**src/rtl/bbox_stream_engine.sv**
```systemverilog
// Streaming bounding-box finder over a raster-order pixel byte stream.
// Optional: define BBOX_COUNT_EN to add the fg_count port and counter.
module bbox_stream_engine #(
  parameter  int WIDTH    = 100,
  parameter  int HEIGHT   = 100,
  parameter  int CHANNELS = 3,
  parameter  int THRESH   = 128,
  localparam int MAXD     = (WIDTH > HEIGHT) ? WIDTH : HEIGHT,
  localparam int COORD_W  = (MAXD > 1) ? $clog2(MAXD) : 1
) (
  input  logic               CLOCK_50,
  input  logic               reset,
  input  logic               start,
  input  logic               wr_en,
  input  logic [7:0]         data_in,
  output logic               busy,
  output logic               done,
  output logic               box_valid,
  output logic [COORD_W-1:0] x_min,
  output logic [COORD_W-1:0] y_min,
  output logic [COORD_W-1:0] x_max,
  output logic [COORD_W-1:0] y_max
`ifdef BBOX_COUNT_EN
  , output logic [$clog2(WIDTH*HEIGHT+1)-1:0] fg_count
`endif
);

  localparam int CH_W = (CHANNELS > 1) ? $clog2(CHANNELS) : 1;
  localparam logic [CH_W-1:0]    CH_LAST = CH_W'(CHANNELS - 1);
  localparam logic [COORD_W-1:0] X_LAST  = COORD_W'(WIDTH - 1);
  localparam logic [COORD_W-1:0] Y_LAST  = COORD_W'(HEIGHT - 1);
  localparam logic [8:0]         TH      = 9'(THRESH);

  typedef enum logic [1:0] {IDLE, ACCUM, DONE} state_t;

  state_t             r_state;
  logic               r_busy, r_done, r_valid;
  logic [CH_W-1:0]    r_ch;
  logic [COORD_W-1:0] r_x, r_y;
  logic               r_fg, r_seen;
  logic [COORD_W-1:0] r_xmin, r_ymin, r_xmax, r_ymax;
  logic [COORD_W-1:0] r_oxmin, r_oymin, r_oxmax, r_oymax;

  logic               w_acc, w_lt, w_fg, w_pix_end, w_hit, w_last, w_seen;
  logic [COORD_W-1:0] w_xmin, w_ymin, w_xmax, w_ymax;

  // start always wins over a coincident byte
  assign w_acc     = (r_state == ACCUM) && wr_en && !start;
  assign w_lt      = {1'b0, data_in} < TH;
  assign w_fg      = ((r_ch == '0) || r_fg) && w_lt;
  assign w_pix_end = w_acc && (r_ch == CH_LAST);
  assign w_hit     = w_pix_end && w_fg;
  assign w_last    = w_pix_end && (r_x == X_LAST) && (r_y == Y_LAST);
  assign w_seen    = r_seen || w_hit;

  assign w_xmin = (w_hit && (r_x < r_xmin)) ? r_x : r_xmin;
  assign w_ymin = (w_hit && (r_y < r_ymin)) ? r_y : r_ymin;
  assign w_xmax = (w_hit && (r_x > r_xmax)) ? r_x : r_xmax;
  assign w_ymax = (w_hit && (r_y > r_ymax)) ? r_y : r_ymax;

  always_ff @(posedge CLOCK_50 or posedge reset) begin
    if (reset) begin
      r_state <= IDLE;
      r_busy  <= 1'b0;
      r_done  <= 1'b0;
      r_valid <= 1'b0;
      r_ch    <= '0;
      r_x     <= '0;
      r_y     <= '0;
      r_fg    <= 1'b0;
      r_seen  <= 1'b0;
      r_xmin  <= '1;
      r_ymin  <= '1;
      r_xmax  <= '0;
      r_ymax  <= '0;
      r_oxmin <= '0;
      r_oymin <= '0;
      r_oxmax <= '0;
      r_oymax <= '0;
    end else if (start) begin
      r_state <= ACCUM;
      r_busy  <= 1'b1;
      r_done  <= 1'b0;
      r_valid <= 1'b0;
      r_ch    <= '0;
      r_x     <= '0;
      r_y     <= '0;
      r_fg    <= 1'b0;
      r_seen  <= 1'b0;
      r_xmin  <= '1;
      r_ymin  <= '1;
      r_xmax  <= '0;
      r_ymax  <= '0;
      r_oxmin <= '0;
      r_oymin <= '0;
      r_oxmax <= '0;
      r_oymax <= '0;
    end else if (w_acc) begin
      r_ch   <= w_pix_end ? '0 : r_ch + CH_W'(1);
      r_fg   <= w_fg;
      r_seen <= w_seen;
      r_xmin <= w_xmin;
      r_ymin <= w_ymin;
      r_xmax <= w_xmax;
      r_ymax <= w_ymax;
      if (w_pix_end) begin
        if (r_x == X_LAST) begin
          r_x <= '0;
          r_y <= (r_y == Y_LAST) ? '0 : r_y + COORD_W'(1);
        end else begin
          r_x <= r_x + COORD_W'(1);
        end
      end
      // empty frame reports an all-zero box
      if (w_last) begin
        r_state <= DONE;
        r_busy  <= 1'b0;
        r_done  <= 1'b1;
        r_valid <= w_seen;
        r_oxmin <= w_seen ? w_xmin : '0;
        r_oymin <= w_seen ? w_ymin : '0;
        r_oxmax <= w_seen ? w_xmax : '0;
        r_oymax <= w_seen ? w_ymax : '0;
      end
    end
  end

  assign busy      = r_busy;
  assign done      = r_done;
  assign box_valid = r_valid;
  assign x_min     = r_oxmin;
  assign y_min     = r_oymin;
  assign x_max     = r_oxmax;
  assign y_max     = r_oymax;

`ifdef BBOX_COUNT_EN
  localparam int CNT_W = $clog2(WIDTH*HEIGHT+1);
  logic [CNT_W-1:0] r_cnt, r_ocnt;

  always_ff @(posedge CLOCK_50 or posedge reset) begin
    if (reset) begin
      r_cnt  <= '0;
      r_ocnt <= '0;
    end else if (start) begin
      r_cnt  <= '0;
      r_ocnt <= '0;
    end else begin
      if (w_hit)
        r_cnt <= r_cnt + CNT_W'(1);
      if (w_last)
        r_ocnt <= r_cnt + CNT_W'(w_hit);
    end
  end

  assign fg_count = r_ocnt;
`endif

endmodule
```
**config.mk**
```make
export PLATFORM = sky130hd
export DESIGN_NAME = bbox_stream_engine
export DESIGN_NICKNAME = d
export VERILOG_FILES = /design/src/rtl/bbox_stream_engine.sv
export SDC_FILE = /design/constraint.sdc
export NUM_CORES = 1
export LEC_CHECK = 0
export BUFFER_PORTS_ARGS = -buffer_cell sky130_fd_sc_hd__buf_4
export CORE_ASPECT_RATIO = 1.5
export CORE_MARGIN = 4
export CORE_UTILIZATION = 35
export CTS_CLUSTER_SIZE = 28
export DETAILED_ROUTE_END_ITERATION = 10
export HOLD_SLACK_MARGIN = 0.15
export SLEW_MARGIN = 25
export SYNTH_ARGS = -nofsm -noshare
export SYNTH_HDL_FRONTEND = slang
export SYNTH_SLANG_ARGS = --single-unit
```
**constraint.sdc**
```tcl
create_clock -name CLOCK_50 -period 3.1 [get_ports CLOCK_50]
set_input_delay 0.31 -clock CLOCK_50 [delete_from_list [all_inputs] [get_ports CLOCK_50]]
set_output_delay 0.31 -clock CLOCK_50 [all_outputs]
set_load 0.02 [all_outputs]
```
* Word-level counts from Yosys, hierarchy flattened
Index checks and enable logic that the tools add are counted.
** Operators by class
- $add $sub $neg :: 3
- Multiply operators :: 0
- Divide/modulo/power cells :: 0
- Order comparisons :: 5
- Equality and inequality tests :: 4
- Shift-type cells :: 0
- Muxes and demuxes :: 56
- Bitwise gates (word level) :: 0
- Reduce and logical (&&, ||, !) cells :: 22
** Operators by type and width (count)
- 2-to-1 mux 7 bit :: 37
- adder 7 x 1 -> 7 bit (second input constant) :: 2
- == test 7 bit (second input constant) :: 2
- > comparator 7 bit :: 2
- < comparator 7 bit :: 2
- 2-to-1 mux 1 bit :: 13
- 2-to-1 mux 2 bit :: 6
- logical AND 1 bit :: 11
- < comparator 8 bit (second input constant) :: 1
- nonzero test 2 bit :: 4
- AND reduction 2 bit :: 2
- AND reduction 3 bit :: 1
- adder 2 x 1 -> 2 bit (second input constant) :: 1
- == test 2 x 1 -> 1 bit (second input constant) :: 1
- == test 2 bit (second input constant) :: 1
- logical NOT 2 bit :: 1
- logical OR 1 bit :: 2
- logical NOT 1 bit :: 1
** Storage, ports and cells
- Register bits after elaboration :: 79
- Latch bits :: 0
- Bits in writable memories :: 0
- Bits in read-only memories :: 0
- Bits of input ports :: 12
- Output and inout port bits :: 31
- Logic and storage cells :: 107
- Memories :: 0

* Logic depth before layout (Yosys ltp)
- Depth in word-level cells :: 11
- Depth in mapped cells :: 11
- Mapped depth without buffers :: 8

* Least setup slack after synthesis
Ideal clock, no wire load.
- Path type :: reg-to-reg
- Start :: register r_ymin[2]
- End :: register r_oymin[6] (netlist: y_min[6])
- Library setup time :: 119 ps
- Arrival time :: 1996 ps
- Data required time :: 2981 ps
- Path slack :: 985 ps
- Cell stages (with the launch flop) :: 10
- Path through :: dfstp_2 inv_1 ha_1 a211o_1 a31oi_1 nor2_1 nor2_1 buf_2 mux2i_1 o21ai_2
** Between the ends
- Longest elaborated chain between the ends :: 7
** Ends and longest elaborated chain
- start, declared :: line 41 : logic [COORD_W-1:0] r_xmin, r_ymin, r_xmax, r_ymax;
- start signal, assigned :: line 103 : r_ymin <= w_ymin;
- < comparator 7 bit :: line 57 : assign w_ymin = (w_hit && (r_y < r_ymin)) ? r_y : r_ymin;
- logical AND 1 bit :: line 57
- 2-to-1 mux 7 bit :: line 57
- 2-to-1 mux 7 bit :: line 121 : r_oymin <= w_seen ? w_ymin : '0;
- 2-to-1 mux 7 bit :: line 115 : if (w_last) begin
- 2-to-1 mux 7 bit :: line 98 : end else if (w_acc) begin
- 2-to-1 mux 7 bit :: line 80 : end else if (start) begin
- end signal, assigned :: line 121
- end, declared :: line 42 : logic [COORD_W-1:0] r_oxmin, r_oymin, r_oxmax, r_oymax;
Every way passes these cells. The select of a mux whose other input is x is not followed.
A chain may end at the register's enable or synchronous reset.

* Worst setup path in the final report
- Start :: register r_y[2]
- End :: register r_oymin[1] (netlist: y_min[1])
** Between the ends
- Longest elaborated chain between the ends :: 7
** Ends and longest elaborated chain
- start, declared :: line 39 : logic [COORD_W-1:0] r_x, r_y;
- start signal, assigned :: line 109 : r_y <= (r_y == Y_LAST) ? '0 : r_y + COORD_W'(1);
- < comparator 7 bit :: line 57
- logical AND 1 bit :: line 57
- 2-to-1 mux 7 bit :: line 57
- 2-to-1 mux 7 bit :: line 121
- 2-to-1 mux 7 bit :: line 115
- 2-to-1 mux 7 bit :: line 98
- 2-to-1 mux 7 bit :: line 80
Several ways; a longest one is shown, not always the timed one. The select of a mux whose other input is x is not followed.

==> impl_metrics.json <==
{
  "gp_congestion": 0.8643,
  "root_buffer": "clkbuf_16",
  "cts_tree": "built",
  "synth_top_area_share": 0.3757,
  "drt_first_iter_violations": 143,
  "clkTransAtPathRegs_ps": 60,
  "power_frac_comb": 0.047,
  "drv_slew": 0,
  "nFillCells": 1160,
  "crit_fanout": 17,
  "timing.rr.start": "r_y[2]",
  "yosysWarnings": 0,
  "ant_nets": 0,
  "routed_via_density": 5.077,
  "finalHoldViolCount": 0,
  "dieArea_um2": 13840,
  "syn_nets": 452,
  "cp_slowest_stage_delay_ps": 610,
  "worstPathCellList": "ha_1 -> a211o_1 -> a31oi_1 -> nor2_1 -> nor2_1 -> buf_4 -> mux2i_1 -> o21ai_1",
  "ys_seq_elements": 77,
  "critPathLaunch": "r_y[2]",
  "coreArea_um2": 11650,
  "avgSynthCellArea_um2": 10.19,
  "min-delay-start": "data_in[7]",
  "rsz0062_at_grt": "false",
  "ys_async_sr_fraction": 1.000,
  "numPortBuffers": 35,
  "grt_usage": 0.1421,
  "drv_cap": 0,
  "max_freq_ghz": 0.4054,
  "required_ps": 3290,
  "cts_buffers": 9,
  "antenna_found_initial": 0,
  "yosysTopAreaCell": "dfrtp_1",
  "setup_viol": 0,
  "synthTopCellsByArea": "dfrtp_1 38%, dfstp_2 8.8%, ha_1 8.3%, mux2i_1 5.0%, nand2_1 4.5%",
  "yosys.cell_types.count": 60,
  "avgRoutedWirePerCell_um": 15.30,
  "slew_headroom": 0.5709,
  "firstDrtPassIters": 5,
  "min_path_type": "input pin to flop",
  "dr_total_vias": 3041,
  "areaGrowthSynthToFinish_pct": 14.88,
  "ys.flop_type": "dfrtp_1",
  "layout_commonest_cell": "dfrtp_1",
  "dpl.hpwl_um": 6585,
  "clock_latency_ps": 340,
  "tightestPinTransition_ps": 642.8,
  "power.total_mw": 2.105,
  "cts.sinks": 77,
  "fin_nets": 484,
  "p_per_area_nw_per_um2": 436.6,
  "vdd_ir_drop_max_mv": 0.2358,
  "die_x_um": 97.41,
  "internal-power_mw": 1.631,
  "switching_power_mw": 0.4741,
  "start_util": 0.3602,
  "tns_ps": 0,
  "skew_ps": 7.632,
  "rows": 48,
  "drive_gt1_frac": 0.2183,
  "netlist_area_um2": 4197,
  "p_clk_frac": 0.464,
  "crit_top_cell": "nor2_1",
  "seqPwrFrac": 0.489,
  "synth_edf_count": 0,
  "drc": 0,
  "grt_remaining_overflow": 0,
  "crit_arrival_ps": 2660,
  "final_cell_mix": "63 x dfrtp_1, 50 x nand2_1, 45 x buf_4",
  "grt_pass1_wl_um": 15500,
  "p_leak_nw": 2.399,
  "period_needed_ps": 2467,
  "htreeDepth": 3,
  "routed_wl_um": 9162,
  "switching_share": 0.2253,
  "min_period_over_period": 0.7957,
  "criticalPathCategory": "flop to flop",
  "clockBufferDepth": 2,
  "seq_area_frac_synth": 0.4633,
  "grt_pass1_vias": 3087,
  "syn_inst": 412,
  "outcome": "finished clean",
  "cts_resized": 0,
  "die_h_um": 142.1,
  "antenna_cells": 0,
  "worstSetupEndpointType": "flop",
  "slowest_stage": "dfrtp_1",
  "worst_setup_path_start_kind": "flop",
  "grt_start_max_net_pins": 30,
  "io_pins": 43
}
[kinds of logic (layout without fill, tap and decap cells)]
| logic type | after synthesis | after routing | share of synthesized area |
|---|---|---|---|
| buffers and inverters | 54 | 91 | 0.07036 |
| and+or+nand+nor | 131 | 131 | 0.1667 |
| xor gates and xnor gates | 8 | 8 | 0.01670 |
| adders and majority gates | 28 | 28 | 0.08348 |
| AOI/OAI and AO/OA | 92 | 92 | 0.1467 |
| muxes | 22 | 22 | 0.05277 |
| DFF | 77 | 77 | 0.4633 |
[metal layers]
layer  global-route usage  vias to the layer above  share of wire  routed length [um]
met5                    0                        -              0                   0
met4              0.09117                        0          0.040                 363
met3              0.02158                       21          0.030                 273
met2               0.2533                       59           0.53                4812
met1               0.1571                     1467           0.41                3712
li1                     -                     1494              -                   -
[critical path, delay by kind of cell, from the launching register on]
kind / cells / cell delay, ps
multiplexers: 1 / 260
flip-flops: 1 / 610
AO/OA/AOI/OAI: 3 / 530
buffers and inverters: 1 / 290
adder cells (fa/ha/maj): 1 / 320
AND/OR/NAND/NOR: 2 / 310
[metrics by stage]
stage | instances | cell area, um^2 | utilization | worst slack (ps) | hold slack (ps)
finish | 599 | 4821 | 0.4138 | 633.2 | 364.9
detailed placement | 582 | 4538 | 0.3895 | 649.5 | 445.2
floorplan | 412 | 4197 | - | 846.5 | 465.8
global placement | 582 | 4538 | 0.3895 | 673.7 | 436.8
global route | 599 | 4821 | 0.4138 | 438.4 | 377.8
CTS | 599 | 4821 | 0.4138 | 638.3 | 355.2
[cells in the mapped netlist (2+ instances only)]
library cell	number
nor2b_1	2
nor2_1	41
nand4_1	4
nor4_2	2
mux2i_1	21
dfrtp_1	63
a21oi_1	14
ha_1	28
buf_6	6
o21ai_0	20
a31oi_1	7
a22o_1	12
buf_2	11
o21ai_2	8
nor3_1	4
clkbuf_8	3
clkbuf_1	4
dfstp_2	14
or3_1	2
nand3_1	6
nand2_1	50
a21o_1	2
inv_1	29
o2111ai_1	4
a211oi_1	2
nand2b_1	2
o21ai_1	12
xor2_1	6
xnor2_1	2
[final timing paths]
kind,endpoint,slack (ps),cells after the start
max in group asynchronous,r_xmin[5],1630,4
hold reg to reg,y_max[2],480,2
min in group asynchronous,x_min[2],620,3
setup / recovery,y_min[1],630,8
hold / removal,r_fg,360,3
setup reg to reg,y_min[1],630,8
[layout make-up]
cell class                      instances  area [um^2]  area share
Tap cell                              150        187.7     0.03893
Timing Repair Buffer                   46        347.8     0.07215
Inverter                               29        108.9     0.02258
Sequential cell                        77         1944      0.4033
Clock buffer                           15        267.8     0.05554
Multi-Input combinational cell        281         1959      0.4064
Clock inverter                          1        5.005    0.001038
[power by group through the flow]
| stage | sequential, mW | clock (mW) | combinational (mW) |
|---|---|---|---|
| 6_report | 1.03 | 0.977 | 0.0979 |
| 5_1_grt | 1.03 | 1.04 | 0.112 |
| 4_1_cts | 1.03 | 1.00 | 0.101 |
| 3_5_place_dp | 1.05 | 0 | 0.0993 |
| 3_3_place_gp | 1.05 | 0 | 0.0971 |
| 2_1_floorplan | 1.04 | 0 | 0.0740 |
[repair_timing]
action / 4_1_cts / 5_1_grt
hold buffers: 1 / 0
buffers inserted: 0 / 0
endpoints found under the hold margin: 25 / 0
No activity file was read; power rests on OpenSTA's default activity.
